`src/rtl/soc_wb_pkg.sv`:
```
// Shared Wishbone definitions: initiator states, default widths, request/response payloads.
package soc_wb_pkg;

  localparam int unsigned WB_ADDR_W = 32;
  localparam int unsigned WB_DATA_W = 32;
  localparam int unsigned WB_SEL_W  = WB_DATA_W / 8;

  typedef enum logic [1:0] {
    WB_IDLE = 2'd0,
    WB_BUS  = 2'd1,
    WB_RESP = 2'd2
  } wb_init_state_e;

  typedef struct packed {
    logic                 we;
    logic [WB_ADDR_W-1:0] adr;
    logic [WB_DATA_W-1:0] dat;
    logic [WB_SEL_W-1:0]  sel;
  } wb_req_t;

  typedef struct packed {
    logic [WB_DATA_W-1:0] dat;
    logic                 err;
  } wb_rsp_t;

  // Bus phase terminates on error, acknowledge or timeout, whichever comes first.
  function automatic logic wb_bus_done(input logic ack, input logic err, input logic expired);
    return ack | err | expired;
  endfunction

endpackage

```
`src/rtl/wb_timeout_counter.sv`:
```
// Cycle counter bounding the Wishbone bus phase; TIMEOUT = 0 disables it.
module wb_timeout_counter #(
  parameter int unsigned TIMEOUT = 255
) (
  input  logic clk_i,
  input  logic rst_i,
  input  logic clr,
  input  logic en,
  output logic expired
);

  generate
    if (TIMEOUT == 0) begin : g_off
      // No timeout: inputs deliberately unused, expiry never fires.
      logic unused_inputs;
      assign unused_inputs = clk_i ^ rst_i ^ clr ^ en;
      assign expired       = 1'b0;
    end else begin : g_on
      localparam int unsigned CNT_W = $clog2(TIMEOUT + 1);

      logic [CNT_W-1:0] cnt_q;
      logic [CNT_W-1:0] cnt_d;

      // Clear has priority; otherwise count each enabled cycle.
      always_comb begin
        cnt_d = cnt_q;
        if (clr) begin
          cnt_d = '0;
        end else if (en) begin
          cnt_d = cnt_q + CNT_W'(1);
        end
      end

      // Counter register.
      always_ff @(posedge clk_i) begin
        if (rst_i) begin
          cnt_q <= '0;
        end else begin
          cnt_q <= cnt_d;
        end
      end

      // Fires in the last allowed bus cycle so the phase lasts exactly TIMEOUT cycles.
      assign expired = en && (cnt_q == CNT_W'(TIMEOUT - 1));
    end
  endgenerate

endmodule

```
`src/rtl/wb_initiator.sv`:
```
// Wishbone B4 classic single-transfer initiator with valid/ready request and response channels.
module wb_initiator
  import soc_wb_pkg::*;
#(
  parameter int unsigned ADDR_W  = WB_ADDR_W,
  parameter int unsigned DATA_W  = WB_DATA_W,
  parameter int unsigned TIMEOUT = 255
) (
  input  logic                clk_i,
  input  logic                rst_i,
  // request channel
  input  logic                req_valid_i,
  output logic                req_ready_o,
  input  logic                req_we_i,
  input  logic [ADDR_W-1:0]   req_adr_i,
  input  logic [DATA_W-1:0]   req_dat_i,
  input  logic [DATA_W/8-1:0] req_sel_i,
  // response channel
  output logic                rsp_valid_o,
  input  logic                rsp_ready_i,
  output logic [DATA_W-1:0]   rsp_dat_o,
  output logic                rsp_err_o,
  // Wishbone initiator port
  output logic                wbm_cyc_o,
  output logic                wbm_stb_o,
  output logic                wbm_we_o,
  output logic [ADDR_W-1:0]   wbm_adr_o,
  output logic [DATA_W-1:0]   wbm_dat_o,
  output logic [DATA_W/8-1:0] wbm_sel_o,
  input  logic [DATA_W-1:0]   wbm_dat_i,
  input  logic                wbm_ack_i,
  input  logic                wbm_err_i
);

  localparam int unsigned SEL_W = DATA_W / 8;

  wb_init_state_e    state_q;
  logic              cyc_q;
  logic              stb_q;
  logic              we_q;
  logic [ADDR_W-1:0] adr_q;
  logic [DATA_W-1:0] wdat_q;
  logic [SEL_W-1:0]  sel_q;
  logic              rsp_valid_q;
  logic [DATA_W-1:0] rsp_dat_q;
  logic              rsp_err_q;

  logic              req_hs;
  logic              in_bus;
  logic              expired;

  assign req_ready_o = (state_q == WB_IDLE);
  assign req_hs      = req_valid_i && req_ready_o;
  assign in_bus      = (state_q == WB_BUS);

  wb_timeout_counter #(
    .TIMEOUT (TIMEOUT)
  ) u_timeout (
    .clk_i   (clk_i),
    .rst_i   (rst_i),
    .clr     (req_hs),
    .en      (in_bus),
    .expired (expired)
  );

  // Transfer FSM: accept request, run one bus cycle, hold response until consumed.
  always_ff @(posedge clk_i) begin
    if (rst_i) begin
      state_q     <= WB_IDLE;
      cyc_q       <= 1'b0;
      stb_q       <= 1'b0;
      we_q        <= 1'b0;
      adr_q       <= '0;
      wdat_q      <= '0;
      sel_q       <= '0;
      rsp_valid_q <= 1'b0;
      rsp_dat_q   <= '0;
      rsp_err_q   <= 1'b0;
    end else begin
      case (state_q)
        WB_IDLE: begin
          if (req_valid_i) begin
            we_q    <= req_we_i;
            adr_q   <= req_adr_i;
            wdat_q  <= req_dat_i;
            sel_q   <= req_sel_i;
            cyc_q   <= 1'b1;
            stb_q   <= 1'b1;
            state_q <= WB_BUS;
          end
        end
        WB_BUS: begin
          if (wb_bus_done(wbm_ack_i, wbm_err_i, expired)) begin
            // Error beats acknowledge; timeout reports as an error with no data.
            if (wbm_err_i || !wbm_ack_i) begin
              rsp_err_q <= 1'b1;
              rsp_dat_q <= '0;
            end else begin
              rsp_err_q <= 1'b0;
              rsp_dat_q <= we_q ? '0 : wbm_dat_i;
            end
            cyc_q       <= 1'b0;
            stb_q       <= 1'b0;
            we_q        <= 1'b0;
            rsp_valid_q <= 1'b1;
            state_q     <= WB_RESP;
          end
        end
        WB_RESP: begin
          if (rsp_ready_i) begin
            rsp_valid_q <= 1'b0;
            state_q     <= WB_IDLE;
          end
        end
        default: begin
          state_q <= WB_IDLE;
        end
      endcase
    end
  end

  assign wbm_cyc_o   = cyc_q;
  assign wbm_stb_o   = stb_q;
  assign wbm_we_o    = we_q;
  assign wbm_adr_o   = adr_q;
  assign wbm_dat_o   = wdat_q;
  assign wbm_sel_o   = sel_q;
  assign rsp_valid_o = rsp_valid_q;
  assign rsp_dat_o   = rsp_dat_q;
  assign rsp_err_o   = rsp_err_q;

endmodule
```
`config.mk`:
```
export PLATFORM = sky130hd
export DESIGN_NAME = wb_initiator
export DESIGN_NICKNAME = d
export VERILOG_FILES = /design/src/rtl/soc_wb_pkg.sv /design/src/rtl/wb_timeout_counter.sv /design/src/rtl/wb_initiator.sv
export SDC_FILE = /design/constraint.sdc
export NUM_CORES = 1
export LEC_CHECK = 0
export ABC_AREA = 1
export CAP_MARGIN = 20
export CORE_MARGIN = 2
export CORE_UTILIZATION = 44
export CTS_CLUSTER_SIZE = 24
export DETAILED_ROUTE_END_ITERATION = 16
export GPL_TIMING_DRIVEN = 0
export PLACE_DENSITY_LB_ADDON = 0.12
export SETUP_SLACK_MARGIN = 0.15
export SLEW_MARGIN = 20
export SYNTH_ARGS = -nofsm -noshare
export SYNTH_HDL_FRONTEND = slang
export SYNTH_SLANG_ARGS = --single-unit
```
`constraint.sdc`:
```
create_clock -name clk_i -period 3.49 [get_ports clk_i]
set_clock_uncertainty 0.15 [all_clocks]
set_input_delay 0.8725 -clock clk_i [delete_from_list [all_inputs] [get_ports clk_i]]
set_output_delay 0.8725 -clock clk_i [all_outputs]
set_load 0.005 [all_outputs]
```
==> impl_summary.txt, run 1 <==
----------------------------------------------------
[Job]
  Max-cap check violation count ... 0

[STA]
  Unrepaired setup endpoints after global routing ... no
  Number of hold-slack violations in the final timing report ... 0
  Min Clock Period, post-route ... 2.575 ns
  Worst slack on hold paths ... 0.3305 ns
  Count of final max-slew check failures ... 0
  Max-slew headroom at the worst pin ... 0.6888
  Max Clk Rate ... 0.3884 GHz
  Worst-Margin Slew ... 0.4669 ns
  Setup Total Neg Slack ... 0 ns
  Final clock period utilization by the worst path ... 0.7377
  Count of final setup violators ... 0

[Logic synthesis]
  Number of flops mapped to enable cells by yosys ... 0
  Register area share after synthesis ... 0.5207
  Synthesized instance count ... 603
  Synthesized area per cell ... 7.269 sq um
  Synthesized flop and latch total ... 114
  Cell type with the largest total area after synthesis ... sky130_fd_sc_hd__dfxtp_1
  Async set or reset register ratio after synthesis ... 0
  Fraction of synthesized cell area taken by the top area cell type ... 0.5207
  Synth area leaders ... sky130_fd_sc_hd__dfxtp_1, sky130_fd_sc_hd__nor2_1, sky130_fd_sc_hd__o21ai_0
  Top_reg_cell synth ... sky130_fd_sc_hd__dfxtp_1
  Yosys warns ... 0
  Synthesized net count ... 712
  Synth cell types ... 26
  Netlist area before placement ... 0.004383 sq mm

[Route]
  TritonRoute pass-1 iters ... 4
  WL final ... 13,740 um
  Initial DRC Count ... 122
  Via Count ... 4,645
  Post-DR vias/cell ... 4.740
  Antenna Violating Nets Remaining ... 0
  Routed length per placed instance ... 14.02 um
  DRC violation count after routing ... 0

[GRT]
  Antenna violations before repair ... 0
  Via count of the first global-routing pass ... 4,512
  Largest net degree at the start of global routing ... 17
  Overall overflow remaining after global route ... 0
  First-pass GRT wire length ... 21,720 um
  Overall track demand over capacity in global routing ... 0.2537

[Layout]
  Most frequent cells in the layout ... sky130_fd_sc_hd__nor2_1, sky130_fd_sc_hd__clkdlybuf4s50_1, sky130_fd_sc_hd__dfxtp_1
  Layout cell share with drive strength beyond 1 ... 0.06612
  Leading cell type in the layout, fill and taps excluded ... sky130_fd_sc_hd__nor2_1
  Area added between synthesis and finish ... 67.03%
  Antenna diode count ... 0
  Nets ... 943
  Sequential cell area ... 0.002282 sq mm
  Non-filler cells in the finished layout ... 980
  Area of the multi-input gates ... 0.001710 sq mm
  Count of filler cells inserted in the layout ... 760

[Floorplan]
  Die boundary height ... 103.8 um
  Area enclosed by the die boundary ... 0.01078 sq mm
  Area of the core ... 0.009729 sq mm
  Standard-cell row count ... 36
  Horiz. Die Dim ... 103.8 um
  Initial Utilization ... 0.4505
  Count of boundary I/O pins ... 213

[Worst setup path]
  Max FO, Critical Path ... 4
  Req. time, crit path ... 2.47 ns
  Startpoint Class ... flop
  Worst path arrival time ... 1.55 ns
  Classification of the worst setup path ... reg2out
  R2r startpoint ... u_timeout.g_on.cnt_q[0]
  Start point of the critical path ... state_q[0]
  Sort of element at the end of the critical path ... output port

[Clock network]
  CTS tree ... done
  H-tree lvl count ... 4
  Number of cells upsized or downsized after cts ... 0
  Clock insertion delay at the later pin of the skew report ... 0.51 ns
  CTS Buffer Depth ... 2
  Post-CTS setup-driven buffer insertion count ... 0
  Hold_buf cts ... 0
  Clock buffer count from CTS ... 17
  Num Clock Sinks ... 114
  Root buffer cell ... sky130_fd_sc_hd__clkbuf_8
  CTS clock-pin slew for the worst setup and hold paths ... 0.06 ns

[Pwr]
  Worst supply voltage drop on vdd ... 0.3652 mV
  Ratio of total power to cell area ... 545.1 mW/mm^2
  Leakage power total ... 3.072 nW

[Placement]
  Placer congestion estimate ... 0.8445
  Port bufs ... 212
  Total half-perimeter wirelength after legalization and detailed placement ... 9927 um
  # placed instances ... 948

[Hold path]
  Type of the worst min-delay path ... reg2reg
  Launch point of the worst hold path ... wbm_dat_o[18]

[Outcome]
  Status ... finished clean

----------------------------------------------------
## registers in the layout, indices dropped and copies added, names as in the netlist
signal,count
rsp_dat_o,32
rsp_err_o,1
rsp_valid_o,1
state_q,2
u_timeout.g_on.cnt_q,8
wbm_adr_o,32
wbm_dat_o,32
wbm_sel_o,4
wbm_stb_o,1
wbm_we_o,1
## power breakdown
part	total, mW	switching [mW]	internal (mW)
clock network	1.87	0.604	1.27
logic	0.651	0.275	0.376
registers	1.47	0.0576	1.41
total	3.99	0.937	3.05
## worst max-delay path: stages (launching register included)
cell and delay [ns]:
sky130_fd_sc_hd__dfxtp_1 0.34, sky130_fd_sc_hd__nor2_2 0.16, sky130_fd_sc_hd__clkdlybuf4s50_1 0.55
## kinds of logic (layout without fill, tap and decap cells)
kind of cell / Yosys count / in the layout / share of synthesized area
AOI/OAI and AO/OA: 116 / 116 / 0.1342
xor gates and xnor gates: 1 / 1 / 0.001999
adders and majority gates: 2 / 2 / 0.005708
buffers and inverters: 88 / 332 / 0.08906
DFF: 114 / 114 / 0.5207
and+or+nand+nor: 282 / 282 / 0.2484
## cells in the mapped netlist, types with 2 or more instances
cell type and instances:
sky130_fd_sc_hd__nor3_1 5, sky130_fd_sc_hd__ha_1 2, sky130_fd_sc_hd__inv_1 50, sky130_fd_sc_hd__nor2_1 214, sky130_fd_sc_hd__clkbuf_1 15, sky130_fd_sc_hd__o21ai_0 92, sky130_fd_sc_hd__a21oi_1 8, sky130_fd_sc_hd__dfxtp_1 114
sky130_fd_sc_hd__o21ai_1 13, sky130_fd_sc_hd__buf_1 3, sky130_fd_sc_hd__buf_4 2, sky130_fd_sc_hd__nand3_1 2, sky130_fd_sc_hd__buf_2 12, sky130_fd_sc_hd__nand4_1 2, sky130_fd_sc_hd__buf_6 5, sky130_fd_sc_hd__nand2_1 54
## per-stage QoR
stage | instance area [sq um] | util | setup WS [ns] | power, mW
after floorplan | 4383 | - | 1.596 | 1.737
after global placement | 6671 | 0.6857 | 0.8814 | 2.117
after detailed placement | 6671 | 0.6857 | 0.8581 | 2.138
after CTS | 7321 | 0.7524 | 0.8930 | 4.016
after global routing | 7321 | 0.7524 | 0.8681 | 4.152
final | 7321 | 0.7524 | 0.9154 | 3.990
## cell type report
cell class,count,share of cell area
clock inverter,13,0.02837
sequential,114,0.3117
multi-input combinational,401,0.2336
tap,133,0.02273
buffer,37,0.02717
inverter,51,0.02615
timing repair buffer,212,0.2899
clock buffer,19,0.06033
## worst paths after layout
kind | end | slack [ns] | cells after the start
setup / recovery | req_ready_o | 0.92 | 2
hold / removal | wbm_dat_o[18] | 0.33 | 2
setup reg to reg | rsp_dat_o[20] | 1.61 | 11
hold reg to reg | wbm_dat_o[18] | 0.33 | 2
## metal layers
metal / vias up / routed length, um / global-route usage
met1: 2090 / 5222 / 0.2565
met2: 180 / 6942 / 0.4610
met5: - / 0 / 0
li1: 2346 / - / -
met4: 0 / 378 / 0.1042
met3: 29 / 1197 / 0.1026
Note: power is estimated with default switching activity, not from simulation.
==> run 2, diff against run 1 <==
Settings changed: CORE_UTILIZATION 44 to 41.
Clock period 3.49 ns to 2.62 ns, I/O delays scaled along.
==> run 2 against run 1 <==
  * Register-to-register slack worse by 0.84 ns
  * Sequential share of layout area is 0.20 points higher
  * Via count is 0.75% lower
  * First-iteration DRC count is 44% higher
  * Global-route usage is 3.0 points lower
  * Setup slack worse by 0.66 ns
  * Largest cell class unchanged
==> impl_summary.txt, run 2 (synthesis gave the netlist of run 1 again) <==
----------------------------------------------------
[Outcome]
  Status ... finished clean (unchanged)

[Route]
  Met3 Wirelength ... 1235 um (was 1197 um)
  Antenna Violating Nets Remaining ... 0 (unchanged)
  Detailed-route wire length on metal 1 ... 5233 um (was 5222 um)
  DRC violation count after routing ... 0 (unchanged)
  WL final ... 13,090 um (was 13,740 um)
  Via Count ... 4,610 (was 4,645)
  Post-DR vias/cell ... 4.690 (was 4.740)
  Total met2 wirelength after detailed routing ... 6412 um (was 6942 um)
  Top layer in use ... met4 (unchanged)
  Routed length per placed instance ... 13.31 um (was 14.02 um)
  Initial DRC Count ... 176 (was 122)
  TritonRoute pass-1 iters ... 7 (was 4)

[Placement]
  Total half-perimeter wirelength after legalization and detailed placement ... 9832 um (was 9927 um)
  # placed instances ... 951 (was 948)
  Port bufs ... 212 (unchanged)
  Placer congestion estimate ... 0.8256 (was 0.8445)

[Worst setup path]
  Worst reg2reg path depth ... 11 (unchanged)
  Worst path arrival time ... 1.56 ns (was 1.55 ns)
  Slack of the worst reg-to-reg path ... 0.77 ns (was 1.61 ns)
  Classification of the worst setup path ... reg2out (unchanged)
  Startpoint Class ... flop (unchanged)
  R2r startpoint ... u_timeout.g_on.cnt_q[0] (unchanged)
  Sort of element at the end of the critical path ... output port (unchanged)
  Req. time, crit path ... 1.81 ns (was 2.47 ns)
  Max FO, Critical Path ... 4 (unchanged)
  FF-to-FF End ... rsp_dat_o[23] (was rsp_dat_o[20])

[Floorplan]
  Standard-cell row count ... 37 (was 36)
  Area enclosed by the die boundary ... 0.01153 sq mm (was 0.01078 sq mm)
  Die boundary height ... 107.4 um (was 103.8 um)
  Horiz. Die Dim ... 107.4 um (was 103.8 um)
  Initial Utilization ... 0.4227 (was 0.4505)
  Area of the core ... 0.01037 sq mm (was 0.009729 sq mm)
  Count of boundary I/O pins ... 213 (unchanged)

[Layout]
  Count of filler cells inserted in the layout ... 874 (was 760)
  Leading cell type in the layout, fill and taps excluded ... sky130_fd_sc_hd__nor2_1 (unchanged)
  Most frequent cells in the layout ... sky130_fd_sc_hd__nor2_1, sky130_fd_sc_hd__clkdlybuf4s50_1, sky130_fd_sc_hd__dfxtp_1 (unchanged)
  Area added between synthesis and finish ... 65.94% (was 67.03%)
  Nets ... 943 (unchanged)
  Non-filler cells in the finished layout ... 983 (was 980)
  Layout cell share with drive strength beyond 1 ... 0.06494 (was 0.06612)
  Sequential cell area ... 0.002282 sq mm (unchanged)
  Antenna diode count ... 0 (unchanged)
  Area of the multi-input gates ... 0.001710 sq mm (unchanged)

[STA]
  Count of final max-slew check failures ... 0 (unchanged)
  Count of final setup violators ... 0 (unchanged)
  Unrepaired setup endpoints after global routing ... no (unchanged)
  Worst-Margin Slew ... 0.4705 ns (was 0.4669 ns)
  Max-slew headroom at the worst pin ... 0.6863 (was 0.6888)
  Final clock period utilization by the worst path ... 0.9033
  Setup Total Neg Slack ... 0 ns (unchanged)
  Number of hold-slack violations in the final timing report ... 0 (unchanged)
  Max Clk Rate ... 0.4225 GHz
  Min Clock Period, post-route ... 2.367 ns

[Pwr]
  Relative contribution of combinational cells to total power ... 0.169 (was 0.163)
  Internal power consumption ... 3.836 mW (was 3.053 mW)
  Leakage power total ... 3.040 nW (was 3.072 nW)
  Sequential group share of total power ... 0.382 (was 0.368)
  Clock power frac ... 0.449 (was 0.469)
  P_sw ... 1.270 mW (was 0.9375 mW)
  Ratio of total power to cell area ... 702.0 mW/mm^2 (was 545.1 mW/mm^2)
  Switching Share ... 0.2487 (was 0.2349)
  Worst supply voltage drop on vdd ... 0.3919 mV (was 0.3652 mV)

[GRT]
  Overall overflow remaining after global route ... 0 (unchanged)
  First-pass GRT wire length ... 20,200 um (was 21,720 um)
  Overall track demand over capacity in global routing ... 0.2242 (was 0.2537)
  Via count of the first global-routing pass ... 4,316 (was 4,512)
  Antenna violations before repair ... 0 (unchanged)
  Largest net degree at the start of global routing ... 17 (unchanged)

[Hold path]
  Launch point of the worst hold path ... wbm_dat_o[19] (was wbm_dat_o[18])
  Hold-critical path endpoint ... wbm_dat_o[19] (was wbm_dat_o[18])
  Type of the worst min-delay path ... reg2reg (unchanged)
  Worst hold stages ... 2 (unchanged)

[Clock network]
  Clock insertion delay at the later pin of the skew report ... 0.52 ns (was 0.51 ns)
  Clock buffer count from CTS ... 17 (unchanged)
  Num Clock Sinks ... 114 (unchanged)
  Number of cells upsized or downsized after cts ... 0 (unchanged)
  Post-CTS setup-driven buffer insertion count ... 0 (unchanged)
  CTS Buffer Depth ... 2 (unchanged)
  H-tree lvl count ... 4 (unchanged)
  Hold_buf cts ... 0 (unchanged)
  CTS tree ... done (unchanged)
  CTS clock-pin slew for the worst setup and hold paths ... 0.06 ns (about the same)
  Root buffer cell ... sky130_fd_sc_hd__clkbuf_8 (unchanged)

[Job]
  Max-cap check violation count ... 0 (unchanged)

----------------------------------------------------
==> run 2: worst max-delay path, stage by stage (launching register included) <==
cell and delay, ns:
sky130_fd_sc_hd__dfxtp_1 0.34, sky130_fd_sc_hd__nor2_2 0.15, sky130_fd_sc_hd__clkdlybuf4s50_1 0.55
==> run 2: worst max path at each step <==
| stage | depth (start not counted) | startpoint | endpoint | slack [ns] |
|---|---|---|---|---|
| floorplan | 8 | wbm_ack_i | rsp_dat_o[10] | 0.94 |
| global placement | 9 | wbm_ack_i | rsp_dat_o[6] | 0.24 |
| detailed placement | 6 | rst_i | wbm_dat_o[26] | 0.17 |
| CTS | 2 | state_q[0] | req_ready_o | 0.25 |
| global route | 2 | state_q[0] | req_ready_o | 0.20 |
| finish | 2 | state_q[0] | req_ready_o | 0.25 |
==> run 2: cell type report <==
cell class	count	share of cell area
Buffer	37	0.02735
Clock buffer	18	0.05746
Clock inverter	14	0.02477
Inverter	51	0.02632
Multi-Input combinational cell	401	0.2352
Sequential cell	114	0.3138
Tap cell	136	0.02340
Timing Repair Buffer	212	0.2918
==> run 2: metrics by stage <==
stage / power (mW) / instance area (sq um) / hold slack [ns] / setup slack, ns / utilization
after floorplan: 2.314 / 4383 / 0.3074 / 0.9431 / -
after global placement: 2.823 / 6675 / 0.3013 / 0.2422 / 0.6437
after detailed placement: 2.848 / 6675 / 0.3217 / 0.1669 / 0.6437
after CTS: 5.143 / 7273 / 0.3351 / 0.2465 / 0.7014
after global routing: 5.324 / 7273 / 0.3505 / 0.1991 / 0.7014
final: 5.106 / 7273 / 0.3300 / 0.2533 / 0.7014
==> run 2: layer usage <==
| layer | track usage | vias to the layer above |
|---|---|---|
| li1 | - | 2348 |
| met1 | 0.2437 | 2071 |
| met2 | 0.3933 | 174 |
| met3 | 0.09140 | 17 |
| met4 | 0.07875 | 0 |
| met5 | 0 | - |
==> run 2: power by group through the flow <==
stage	combinational, mW	sequential [mW]	clock [mW]
6_report	0.861	1.95	2.29
5_1_grt	0.949	1.97	2.41
4_1_cts	0.868	1.95	2.32
3_5_place_dp	0.860	1.99	0
3_3_place_gp	0.843	1.98	0
2_1_floorplan	0.318	2.00	0
==> run 3, diff against run 2 <==
Settings changed: CORE_UTILIZATION 41 to 55, DONT_BUFFER_PORTS from default to 1, REMOVE_ABC_BUFFERS from default to 1.
==> run 3 against run 2 <==
  * Setup slack improved by 0.079 ns
  * Global-route usage fell by 0.090 points
  * Routed wire length fell by 24%
  * Final cell count fell by 29%
  * Fmax rose by 3.5%
  * Hold slack got worse by 0.26 ns
  * Sequential power rose by 2%
  * Combinational power fell by 58%
  * Clock power fell by 11%
  * Non-clock buffer count fell by 247
  * Count of clock-buffer cells in the layout did not move
  * Sequential share of layout area rose by 15 points
==> impl_summary.txt, run 3 (synthesis gave the netlist of run 1 again) <==
----------------------------------------------------
[Outcome]
  Status ... finished clean (unchanged)

[Clock network]
  CTS clock-pin slew for the worst setup and hold paths ... 0.06 ns (about the same)
  Post-CTS setup-driven buffer insertion count ... 0 (unchanged)
  Hold_buf cts ... 0 (unchanged)
  Clock buffer count from CTS ... 17 (unchanged)
  Root buffer cell ... sky130_fd_sc_hd__clkbuf_8 (unchanged)
  H-tree lvl count ... 4 (unchanged)
  CTS Buffer Depth ... 2 (unchanged)
  Num Clock Sinks ... 114 (unchanged)
  CTS tree ... done (unchanged)
  Clock insertion delay at the later pin of the skew report ... 0.50 ns (was 0.52 ns)

[Placement]
  Post-DP Area ... 0.004369 sq mm (was 0.006675 sq mm)
  Worst Setup Slack post-DPL ... -0.3137 ns (was 0.1669 ns)
  Total half-perimeter wirelength after legalization and detailed placement ... 6620 um (was 9832 um)
  # placed instances ... 670 (was 951)
  Placer congestion estimate ... 0.7971 (was 0.8256)
  Port bufs ... 0 (was 212)

[Floorplan]
  Initial Utilization ... 0.5672 (was 0.4227)
  Horiz. Die Dim ... 93.27 um (was 107.4 um)
  Standard-cell row count ... 32 (was 37)
  Area of the core ... 0.007727 sq mm (was 0.01037 sq mm)
  Die boundary height ... 93.27 um (was 107.4 um)
  Count of boundary I/O pins ... 213 (unchanged)
  Area enclosed by the die boundary ... 0.008699 sq mm (was 0.01153 sq mm)

[Layout]
  Non-filler cells in the finished layout ... 702 (was 983)
  Most frequent cells in the layout ... sky130_fd_sc_hd__nor2_1, sky130_fd_sc_hd__dfxtp_1, sky130_fd_sc_hd__o21ai_0 (was sky130_fd_sc_hd__nor2_1, sky130_fd_sc_hd__clkdlybuf4s50_1, sky130_fd_sc_hd__dfxtp_1)
  Layout cell share with drive strength beyond 1 ... 0.06500 (was 0.06494)
  Post-route core utilization ... 0.6358 (was 0.7014)
  Antenna diode count ... 0 (unchanged)
  Area added between synthesis and finish ... 12.10% (was 65.94%)
  Final cell area excluding filler cells ... 0.004913 sq mm (was 0.007273 sq mm)
  Nets ... 696 (was 943)
  Leading cell type in the layout, fill and taps excluded ... sky130_fd_sc_hd__nor2_1 (unchanged)

[Hold path]
  Type of the worst min-delay path ... in2reg (was reg2reg)
  Worst hold stages ... 1 (was 2)
  Launch point of the worst hold path ... rst_i (was wbm_dat_o[19])
  Hold-critical path endpoint ... wbm_stb_o (was wbm_dat_o[19])

[Pwr]
  Internal power consumption ... 3.250 mW (was 3.836 mW)
  Switching Share ... 0.2587 (was 0.2487)
  Ratio of total power to cell area ... 892.4 mW/mm^2 (was 702.0 mW/mm^2)
  Worst supply voltage drop on vdd ... 0.4772 mV (was 0.3919 mV)
  Leakage power total ... 2.142 nW (was 3.040 nW)
  Clock power frac ... 0.463 (was 0.449)
  Relative contribution of combinational cells to total power ... 0.082 (was 0.169)
  Sequential group share of total power ... 0.455 (was 0.382)
  Total chip power ... 4.385 mW (was 5.106 mW)
  P_sw ... 1.134 mW (was 1.270 mW)

[STA]
  Number of hold-slack violations in the final timing report ... 0 (unchanged)
  Final clock period utilization by the worst path ... 0.8730 (was 0.9033)
  Setup Total Neg Slack ... 0 ns (unchanged)
  Worst slack on hold paths ... 0.06904 ns (was 0.3300 ns)
  Max-slew headroom at the worst pin ... 0.3304 (was 0.6863)
  Worst-Margin Slew ... 1.004 ns (was 0.4705 ns)
  Minimum setup slack in the final design ... 0.3327 ns (was 0.2533 ns)
  Count of final max-slew check failures ... 0 (unchanged)
  Unrepaired setup endpoints after global routing ... no (unchanged)
  Count of final setup violators ... 0 (unchanged)
  Max Clk Rate ... 0.4372 GHz (was 0.4225 GHz)
  Min Clock Period, post-route ... 2.287 ns (was 2.367 ns)

[Worst setup path]
  Req. time, crit path ... 2.86 ns (was 1.81 ns)
  R2r startpoint ... u_timeout.g_on.cnt_q[0] (unchanged)
  Max FO, Critical Path ... 37 (was 4)
  Slack of the worst reg-to-reg path ... 0.33 ns (was 0.77 ns)
  Classification of the worst setup path ... reg2reg (was reg2out)
  Sort of element at the end of the critical path ... flop (was output port)
  Startpoint Class ... flop (unchanged)
  FF-to-FF End ... rsp_dat_o[11] (was rsp_dat_o[23])
  Worst reg2reg path depth ... 10 (was 11)
  Worst path arrival time ... 2.53 ns (was 1.56 ns)

[GRT]
  Largest net degree at the start of global routing ... 73 (was 17)
  Via count of the first global-routing pass ... 3,347 (was 4,316)
  Overall track demand over capacity in global routing ... 0.2233 (was 0.2242)
  Overall overflow remaining after global route ... 0 (unchanged)
  First-pass GRT wire length ... 15,360 um (was 20,200 um)
  Antenna violations before repair ... 0 (unchanged)

[Route]
  Via Count ... 3,661 (was 4,610)
  Initial DRC Count ... 171 (was 176)
  WL final ... 9962 um (was 13,090 um)
  Post-DR vias/cell ... 5.215 (was 4.690)
  TritonRoute pass-1 iters ... 4 (was 7)
  Antenna Violating Nets Remaining ... 0 (unchanged)
  Routed length per placed instance ... 14.19 um (was 13.31 um)
  DRC violation count after routing ... 0 (unchanged)

[Job]
  Max-cap check violation count ... 0 (unchanged)

----------------------------------------------------
run 3: what timing repair did:
item,in CTS,in global routing
resized for setup,2,0
endpoints found under the hold margin,0,0
endpoints found under the setup margin,69,0
run 3: final cells by class:
type | count | area (sq um)
Fill cell | 703 | 2814
Sequential cell | 114 | 2282
Multi-Input combinational cell | 401 | 1723
Clock buffer | 18 | 417.9
Inverter | 51 | 198.9
Tap cell | 102 | 127.6
Clock inverter | 14 | 116.4
Timing Repair Buffer | 2 | 47.55
run 3: critical path, cell delays in order (launching register included):
cell	delay (ns)
sky130_fd_sc_hd__dfxtp_1	0.32
sky130_fd_sc_hd__inv_1	0.13
sky130_fd_sc_hd__ha_1	0.16
sky130_fd_sc_hd__inv_1	0.03
sky130_fd_sc_hd__nor2_1	0.09
sky130_fd_sc_hd__nand2_1	0.13
sky130_fd_sc_hd__a21oi_4	0.64
sky130_fd_sc_hd__buf_16	0.25
sky130_fd_sc_hd__o21ai_0	0.11
sky130_fd_sc_hd__nand2_1	0.12
sky130_fd_sc_hd__nor2_1	0.05
run 3: power by group through the flow:
stage                     logic, mW  clock network [mW]  registers [mW]
final                         0.360                2.03            1.99
after global routing          0.427                2.17            2.01
after CTS                     0.364                2.07            2.00
after detailed placement      0.363                   0            2.03
after global placement        0.346                   0            2.03
after floorplan               0.288                   0            2.00
run 3: per-layer routing:
metal	GRT usage	part of all wire	up-vias	routed length (um)
li1	-	-	1849	-
met4	0.1164	0.025	0	253
met3	0.1120	0.12	20	1155
met1	0.2463	0.40	1618	3973
met5	0	0	-	0
met2	0.3525	0.46	174	4580
run 3: how the worst max path moves through the flow:
stage,from,end,slack [ns],cells after the start
after global routing,u_timeout.g_on.cnt_q[0],rsp_dat_o[5],0.16,10
final,u_timeout.g_on.cnt_q[0],rsp_dat_o[11],0.33,10
after floorplan,rst_i,u_timeout.g_on.cnt_q[2],-0.06,5
after CTS,state_q[0],wbm_we_o,0.25,5
after global placement,rst_i,u_timeout.g_on.cnt_q[2],-1.10,5
after detailed placement,req_valid_i,wbm_we_o,-0.31,4
